`src/rtl/alu_share_arbiter_if.sv`:
```
// Bundle of requester handshakes, shared result bus and ALU drive/return signals
// around the ALU share arbiter.
interface alu_share_arbiter_if #(
    parameter int WIDTH = 32
);
    logic             req0;
    logic [2:0]       op0;
    logic [WIDTH-1:0] a0;
    logic [WIDTH-1:0] b0;
    logic             gnt0;
    logic             done0;

    logic             req1;
    logic [2:0]       op1;
    logic [WIDTH-1:0] a1;
    logic [WIDTH-1:0] b1;
    logic             gnt1;
    logic             done1;

    logic [WIDTH-1:0] res;
    logic             zero_out;
    logic             busy;

    logic [WIDTH-1:0] alu_a;
    logic [WIDTH-1:0] alu_b;
    logic [2:0]       alu_op;
    logic [WIDTH-1:0] alu_res;
    logic             alu_zero;

    // arbiter side
    modport slave (
        input  req0, op0, a0, b0, req1, op1, a1, b1, alu_res, alu_zero,
        output gnt0, done0, gnt1, done1, res, zero_out, busy, alu_a, alu_b, alu_op
    );

    // requesters plus ALU side
    modport master (
        output req0, op0, a0, b0, req1, op1, a1, b1, alu_res, alu_zero,
        input  gnt0, done0, gnt1, done1, res, zero_out, busy, alu_a, alu_b, alu_op
    );
endinterface

```
`src/rtl/alu_share_arbiter.sv`:
```
// Round-robin sharing of one multi-cycle ALU between two requesters: latch the
// winner's operands, drive the ALU for one cycle, capture result, pulse done.
//
// state | meaning
// IDLE  | no op in flight; requests sampled
// EXEC  | ALU driven from latched operands; gnt<winner> high; result captured at end
// DONE  | res/zero_out valid; done<winner> high; requests sampled again
module alu_share_arbiter #(
    parameter int WIDTH = 32
) (
    input logic             clk,
    input logic             reset,
    alu_share_arbiter_if.slave bus
);
    localparam logic [1:0] IDLE = 2'b00;
    localparam logic [1:0] EXEC = 2'b01;
    localparam logic [1:0] DONE = 2'b10;

    logic [1:0]       state_q;
    logic [1:0]       state_d;
    logic             last_gnt;
    logic             sample;
    logic             take;
    logic             winner;
    logic [WIDTH-1:0] a_win;
    logic [WIDTH-1:0] b_win;
    logic [2:0]       op_win;

    // Tie goes to whoever did not win last; a lone request always wins.
    assign sample = (state_q == IDLE) || (state_q == DONE);
    assign take   = sample && (bus.req0 || bus.req1);
    assign winner = (bus.req0 && bus.req1) ? ~last_gnt : bus.req1;
    assign a_win  = winner ? bus.a1  : bus.a0;
    assign b_win  = winner ? bus.b1  : bus.b0;
    assign op_win = winner ? bus.op1 : bus.op0;

    always_ff @(posedge clk) begin
        if (reset) begin
            state_q <= IDLE;
        end else begin
            state_q <= state_d;
        end
    end

    always_comb begin
        state_d = IDLE;
        case (state_q)
            IDLE:    state_d = take ? EXEC : IDLE;
            EXEC:    state_d = DONE;
            DONE:    state_d = take ? EXEC : IDLE;
            default: state_d = IDLE;
        endcase
    end

    // last_gnt only changes on a new selection, so it still names the owner in EXEC/DONE.
    always_comb begin
        bus.gnt0  = 1'b0;
        bus.gnt1  = 1'b0;
        bus.done0 = 1'b0;
        bus.done1 = 1'b0;
        bus.busy  = (state_q != IDLE);
        if (state_q == EXEC) begin
            bus.gnt0 = ~last_gnt;
            bus.gnt1 = last_gnt;
        end
        if (state_q == DONE) begin
            bus.done0 = ~last_gnt;
            bus.done1 = last_gnt;
        end
    end

    always_ff @(posedge clk) begin
        if (reset) begin
            last_gnt     <= 1'b1;
            bus.alu_a    <= '0;
            bus.alu_b    <= '0;
            bus.alu_op   <= 3'b000;
            bus.res      <= '0;
            bus.zero_out <= 1'b0;
        end else begin
            if (take) begin
                last_gnt   <= winner;
                bus.alu_a  <= a_win;
                bus.alu_b  <= b_win;
                bus.alu_op <= op_win;
            end
            if (state_q == EXEC) begin
                bus.res      <= bus.alu_res;
                bus.zero_out <= bus.alu_zero;
            end
        end
    end
endmodule

```
`src/flat_wrapper.sv`:
```
// flat-port wrapper written by rule: the top's interface ports become plain ports
module alu_share_arbiter_flat 
#(
    parameter int WIDTH = 32
)
  (clk, reset, bus_req0, bus_op0, bus_a0, bus_b0, bus_req1, bus_op1, bus_a1, bus_b1, bus_alu_res, bus_alu_zero, bus_gnt0, bus_done0, bus_gnt1, bus_done1, bus_res, bus_zero_out, bus_busy, bus_alu_a, bus_alu_b, bus_alu_op);
  alu_share_arbiter_if #(.WIDTH(WIDTH)) bus_i ();
  input logic clk;
  input logic reset;
  input wire logic [$bits(bus_i.req0)-1:0] bus_req0;
  input wire logic [$bits(bus_i.op0)-1:0] bus_op0;
  input wire logic [$bits(bus_i.a0)-1:0] bus_a0;
  input wire logic [$bits(bus_i.b0)-1:0] bus_b0;
  input wire logic [$bits(bus_i.req1)-1:0] bus_req1;
  input wire logic [$bits(bus_i.op1)-1:0] bus_op1;
  input wire logic [$bits(bus_i.a1)-1:0] bus_a1;
  input wire logic [$bits(bus_i.b1)-1:0] bus_b1;
  input wire logic [$bits(bus_i.alu_res)-1:0] bus_alu_res;
  input wire logic [$bits(bus_i.alu_zero)-1:0] bus_alu_zero;
  output wire logic [$bits(bus_i.gnt0)-1:0] bus_gnt0;
  output wire logic [$bits(bus_i.done0)-1:0] bus_done0;
  output wire logic [$bits(bus_i.gnt1)-1:0] bus_gnt1;
  output wire logic [$bits(bus_i.done1)-1:0] bus_done1;
  output wire logic [$bits(bus_i.res)-1:0] bus_res;
  output wire logic [$bits(bus_i.zero_out)-1:0] bus_zero_out;
  output wire logic [$bits(bus_i.busy)-1:0] bus_busy;
  output wire logic [$bits(bus_i.alu_a)-1:0] bus_alu_a;
  output wire logic [$bits(bus_i.alu_b)-1:0] bus_alu_b;
  output wire logic [$bits(bus_i.alu_op)-1:0] bus_alu_op;
  assign bus_i.req0 = bus_req0;
  assign bus_i.op0 = bus_op0;
  assign bus_i.a0 = bus_a0;
  assign bus_i.b0 = bus_b0;
  assign bus_i.req1 = bus_req1;
  assign bus_i.op1 = bus_op1;
  assign bus_i.a1 = bus_a1;
  assign bus_i.b1 = bus_b1;
  assign bus_i.alu_res = bus_alu_res;
  assign bus_i.alu_zero = bus_alu_zero;
  assign bus_gnt0 = bus_i.gnt0;
  assign bus_done0 = bus_i.done0;
  assign bus_gnt1 = bus_i.gnt1;
  assign bus_done1 = bus_i.done1;
  assign bus_res = bus_i.res;
  assign bus_zero_out = bus_i.zero_out;
  assign bus_busy = bus_i.busy;
  assign bus_alu_a = bus_i.alu_a;
  assign bus_alu_b = bus_i.alu_b;
  assign bus_alu_op = bus_i.alu_op;
  alu_share_arbiter #(.WIDTH(WIDTH)) u_core (.clk(clk), .reset(reset), .bus(bus_i));
endmodule
```
`config.mk`:
```
export PLATFORM = sky130hd
export DESIGN_NAME = alu_share_arbiter_flat
export DESIGN_NICKNAME = d
export VERILOG_FILES = /design/src/rtl/alu_share_arbiter_if.sv /design/src/rtl/alu_share_arbiter.sv /design/src/flat_wrapper.sv
export SDC_FILE = /design/constraint.sdc
export NUM_CORES = 1
export LEC_CHECK = 0
export ABC_AREA = 1
export CAP_MARGIN = 5
export CORE_MARGIN = 8
export CORE_UTILIZATION = 25
export DETAILED_ROUTE_END_ITERATION = 10
export SLEW_MARGIN = 25
export SYNTH_ARGS = -nofsm -noshare
export SYNTH_HDL_FRONTEND = slang
export SYNTH_SLANG_ARGS = --single-unit
```
`constraint.sdc`:
```
create_clock -name clk -period 2 [get_ports clk]
set_input_delay 0.3 -clock clk [delete_from_list [all_inputs] [get_ports clk]]
set_output_delay 0.3 -clock clk [all_outputs]
set_load 0.05 [all_outputs]
```
# Word level (Yosys, flattened, before mapping)
# Index checks and enable logic that the tools add are counted.
# totals
reg_bits,103
latch_bits,0
ram_bits,0
romBits,0
input_bits,171
out_inout_bits,105
wordCells,27
memories,0
# classes
addsub,0
mul,0
div,0
order_cmp,0
eq_ne,2
shifts,0
n_mux,10
n_bitwise,1
reduce_logical,7
# op_table
op,n
$mux 32,2
$mux 1,6
$pmux 2 s2,1
$mux 3,1
$eq 2x1->1 const B,1
$eq 2x2->1 const B,1
$logic_and 1x1->1,2
$logic_not 2->1,1
$logic_or 1x1->1,2
$reduce_bool 2->1,1
$reduce_or 2->1,1
$not 1->1,1

# Logic depth before layout (Yosys ltp)
# logic_depth
word_depth,5
depth_mapped,7
ltp_nobuf,5

# Least setup slack after synthesis
# OpenSTA, ideal clock, no wires.
# synth_path
kind,reg-to-output
startpoint,reg u_core.state_q[0]
endpoint,out bus_gnt0
arrival_time_ns,1.526
required_time_ns,1.700
slack_ns,0.174
path_stages_with_launch,6
n_path_buf,1
cell_sequence,dfxtp_1 inv_2 nor2_2 inv_2 buf_2 nor2_1
# synth_via
elab_chain_cells,2
# synth_lines
item,line,rtl
from (decl),alu_share_arbiter.sv:19,logic [1:0] state_q;
from (signal assigned),alu_share_arbiter.sv:41,state_q <= state_d;
$eq 2x1->1,alu_share_arbiter.sv:62,if (state_q == EXEC) begin
$mux 1,alu_share_arbiter.sv:62,
to (decl),flat_wrapper.sv:20,output wire logic [$bits(bus_i.gnt0)-1:0] bus_gnt0;
# Every way passes these cells.

# Final worst setup path
# layout_path
startpoint,reg u_core.bus.alu_b[20]
endpoint,out bus_alu_b[20]
# layout_rtl
item,line,rtl
from (decl),alu_share_arbiter_if.sv:33,"output gnt0, done0, gnt1, done1, res, zero_out, busy, alu_a, alu_b, alu_op"
from (signal assigned),alu_share_arbiter.sv:84,bus.alu_b <= b_win;
to (decl),flat_wrapper.sv:28,output wire logic [$bits(bus_i.alu_b)-1:0] bus_alu_b;
# No word-level cell between the ends.

==> results.yml <==
status:
  status: "finished, final reports clean"
placement:
  dp.cells: 1320
  port_buffers: 275
  gp_congestion: 0.760
  dp_slack_ns: 0.219
  dp_hpwl_um: 13600
finish:
  drive_above_1_share_pct: 3.86
  multi_input_area_um2: 2600
  final_cell_mix: "269 x clkdlybuf4s50_1, 205 x nor2_1, 203 x nand2_1"
  instances_no_fill: 1337
  final_common_cell: "clkdlybuf4s50_1"
  regArea_um2: 2060
  area_delta_synth_final_pct: 64.3
  fill_cells: 2143
  nets: 1227
logic_synthesis:
  yosysUniqueCellTypes: 19
  synth_fp_nets: 989
  synth_top_area_cell: "dfxtp_1"
  ys_ff_latch: 103
  synth_area_um2: 5220
  synthAdderAreaFrac_pct: 0
  postSynthAreaPerCell_um2: 6.38
  synthMuxAreaShare_pct: 0
  synth_top_family_by_area: "simple AND/OR/NAND/NOR gates"
  synth_compound_area_share_pct: 13.0
  ys_seq_area_share_pct: 39.5
  synth-simple-area-share_pct: 36.5
  synth_xor_area_share_pct: 0
  synth_area_leaders: "dfxtp_1 40%, nor2_1 15%, nand2_1 15%"
  netlist_instances: 818
  yosys_warnings: 0
  synth_top_area_share_pct: 39.5
clock_network:
  cts_resized: 0
  path_clk_slew_ns: 0.08
  cts_buffer_depth: 2
  clock-sinks: 103
  clockRootBuffer: "clkbuf_16"
  holdBufCountCts: 0
  cts.htree.levels: 3
  cts-buffers-inserted: 9
  cts_tree: "done"
  post-cts-setup-buffers: 0
  clkLatencyLatePin_ns: 0.35
pwr:
  p_total_mw: 6.50
  cellLeakagePower_nw: 3.76
  irDropWorstVdd_mv: 0.399
  p_per_area_nw_per_um2: 759
sta:
  slew_headroom_pct: 61.3
  rsz0062_at_grt: "false"
  hold_violations: 0
  skew_ns: 0.0116
  period_needed_ns: 1.83
  setup_tns_ns: 0
  fin_crit_sh_pct: 91.7
  clock.fmax_mhz: 545
  finalMaxSlewViolations: 0
  worst_pin_slew_ns: 0.578
  setup_violations: 0
  setup_ws_ns: 0.165
worst_setup_path:
  cp.required_ns: 1.70
  slowest_stage: "clkdlybuf4s50_1"
  critical-path-max-stage-delay_ns: 0.84
  cp-end-kind: "primary output"
  worstSetupPathType: "reg2out"
  cp_max_fo: 2
  cp.arrival_ns: 1.53
  startpoint_type: "flop"
  critical-path-top-delay-family: "buffers and inverters"
  worst-path-buf-inv: 1
  path_cells: "clkdlybuf4s50_1"
floorplanning:
  initial_utilization_pct: 25.1
  fp.dieH_um: 160
  io_pins: 276
  design.die.area_um2: 25800
  core.rowCount: 53
  die_w_um: 160
  core_area_um2: 20800
global_route:
  grt_usage_pct: 14.5
  first_global_vias: 5469
  grt_max_degree: 136
  overflow: 0
  grt_pass1_wl_um: 30500
  antenna_found_initial: 1
route:
  drt_first_pass_iters: 4
  ant_nets: 0
  drt_first_iter_violations: 271
  drcViolationCount: 0
  vias: 5619
  wl_um: 19100
  wl_per_cell_um: 14.3
  routed_via_density: 4.20
flow_run:
  drv_cap: 0
hold_path:
  worstHoldPathType: "in2reg"
-- synth_stat cells --
| cell type | number |
|---|---|
| a21boi_1 | 23 |
| nand3_1 | 69 |
| a21boi_0 | 44 |
| o21ai_2 | 1 |
| nor2_2 | 2 |
| buf_2 | 24 |
| dfxtp_1 | 103 |
| buf_6 | 3 |
| o21ai_0 | 28 |
| nor3_1 | 2 |
| clkbuf_1 | 22 |
| inv_2 | 2 |
| nand2_2 | 1 |
| nand2_1 | 203 |
| buf_4 | 7 |
| buf_1 | 4 |
| inv_1 | 70 |
| nor2_1 | 205 |
| o21ai_1 | 5 |
-- stage by stage --
stage | utilization (%) | hold slack [ns] | area, µm²
6_report | 41.3 | 0.284 | 8570
4_1_cts | 41.3 | 0.268 | 8570
3_5_place_dp | 39.8 | 0.489 | 8250
3_3_place_gp | 39.8 | 0.481 | 8250
2_1_floorplan | - | 0.372 | 5220
5_1_grt | 41.3 | 0.297 | 8570
-- worst paths after layout --
check | slack, ns | start | cells past startpoint | end
hold reg to reg | 0.51 | u_core.bus.res[30] | 2 | u_core.bus.res[30]
setup / recovery | 0.17 | u_core.bus.alu_b[20] | 1 | bus_alu_b[20]
hold / removal | 0.28 | bus_req1 | 3 | u_core.state_q[0]
setup reg to reg | 0.68 | u_core.last_gnt | 5 | u_core.bus.alu_a[14]
-- worst reg2reg max path, delay by kind of cell (launching register included) --
kind,cells,cell delay (ns)
and+or+nand+nor,3,0.27
buffers and inverters,1,0.20
AOI/OAI and AO/OA,1,0.33
DFF,1,0.46
-- logic make-up (layout without fill, tap and decap cells) --
group,Yosys count,after routing
other,0,1
and+or+nand+nor,482,482
DFF,103,103
buffers and inverters,132,375
AOI/OAI and AO/OA,101,101
-- report_power, final --
group          switching, mW  internal (mW)
registers             0.0984           2.25
clock network          0.946          0.911
logic                   1.38          0.919
-- routing by layer --
| layer | part of all wire (%) | up-vias | wire length (µm) | track usage [%] |
|---|---|---|---|---|
| met3 | 8.5 | 12 | 1620 | 5.71 |
| met4 | 1.3 | 0 | 240 | 3.95 |
| met2 | 47 | 159 | 8960 | 23.7 |
| met1 | 43 | 2461 | 8300 | 17.3 |
| li1 | - | 2987 | - | - |
| met5 | 0 | - | 0 | 0 |
-- registers in the layout, summed over array words and instances (netlist names) --
| register | count |
|---|---|
| u_core.bus.res | 32 |
| u_core.bus.alu_op | 3 |
| u_core.last_gnt | 1 |
| u_core.bus.alu_a | 32 |
| u_core.state_q | 2 |
| u_core.bus.zero_out | 1 |
| u_core.bus.alu_b | 32 |
-- layout make-up --
type	instances	share of cell area, %
well taps	275	4.01
repair buffers	287	34.7
multi-input cells	583	30.3
inverters	72	3.15
clock buffers	9	2.63
flip-flops and latches	103	24.1
clock inverters	7	1.07
diodes	1	0.0292
Note: power is estimated with default switching activity, not from simulation.
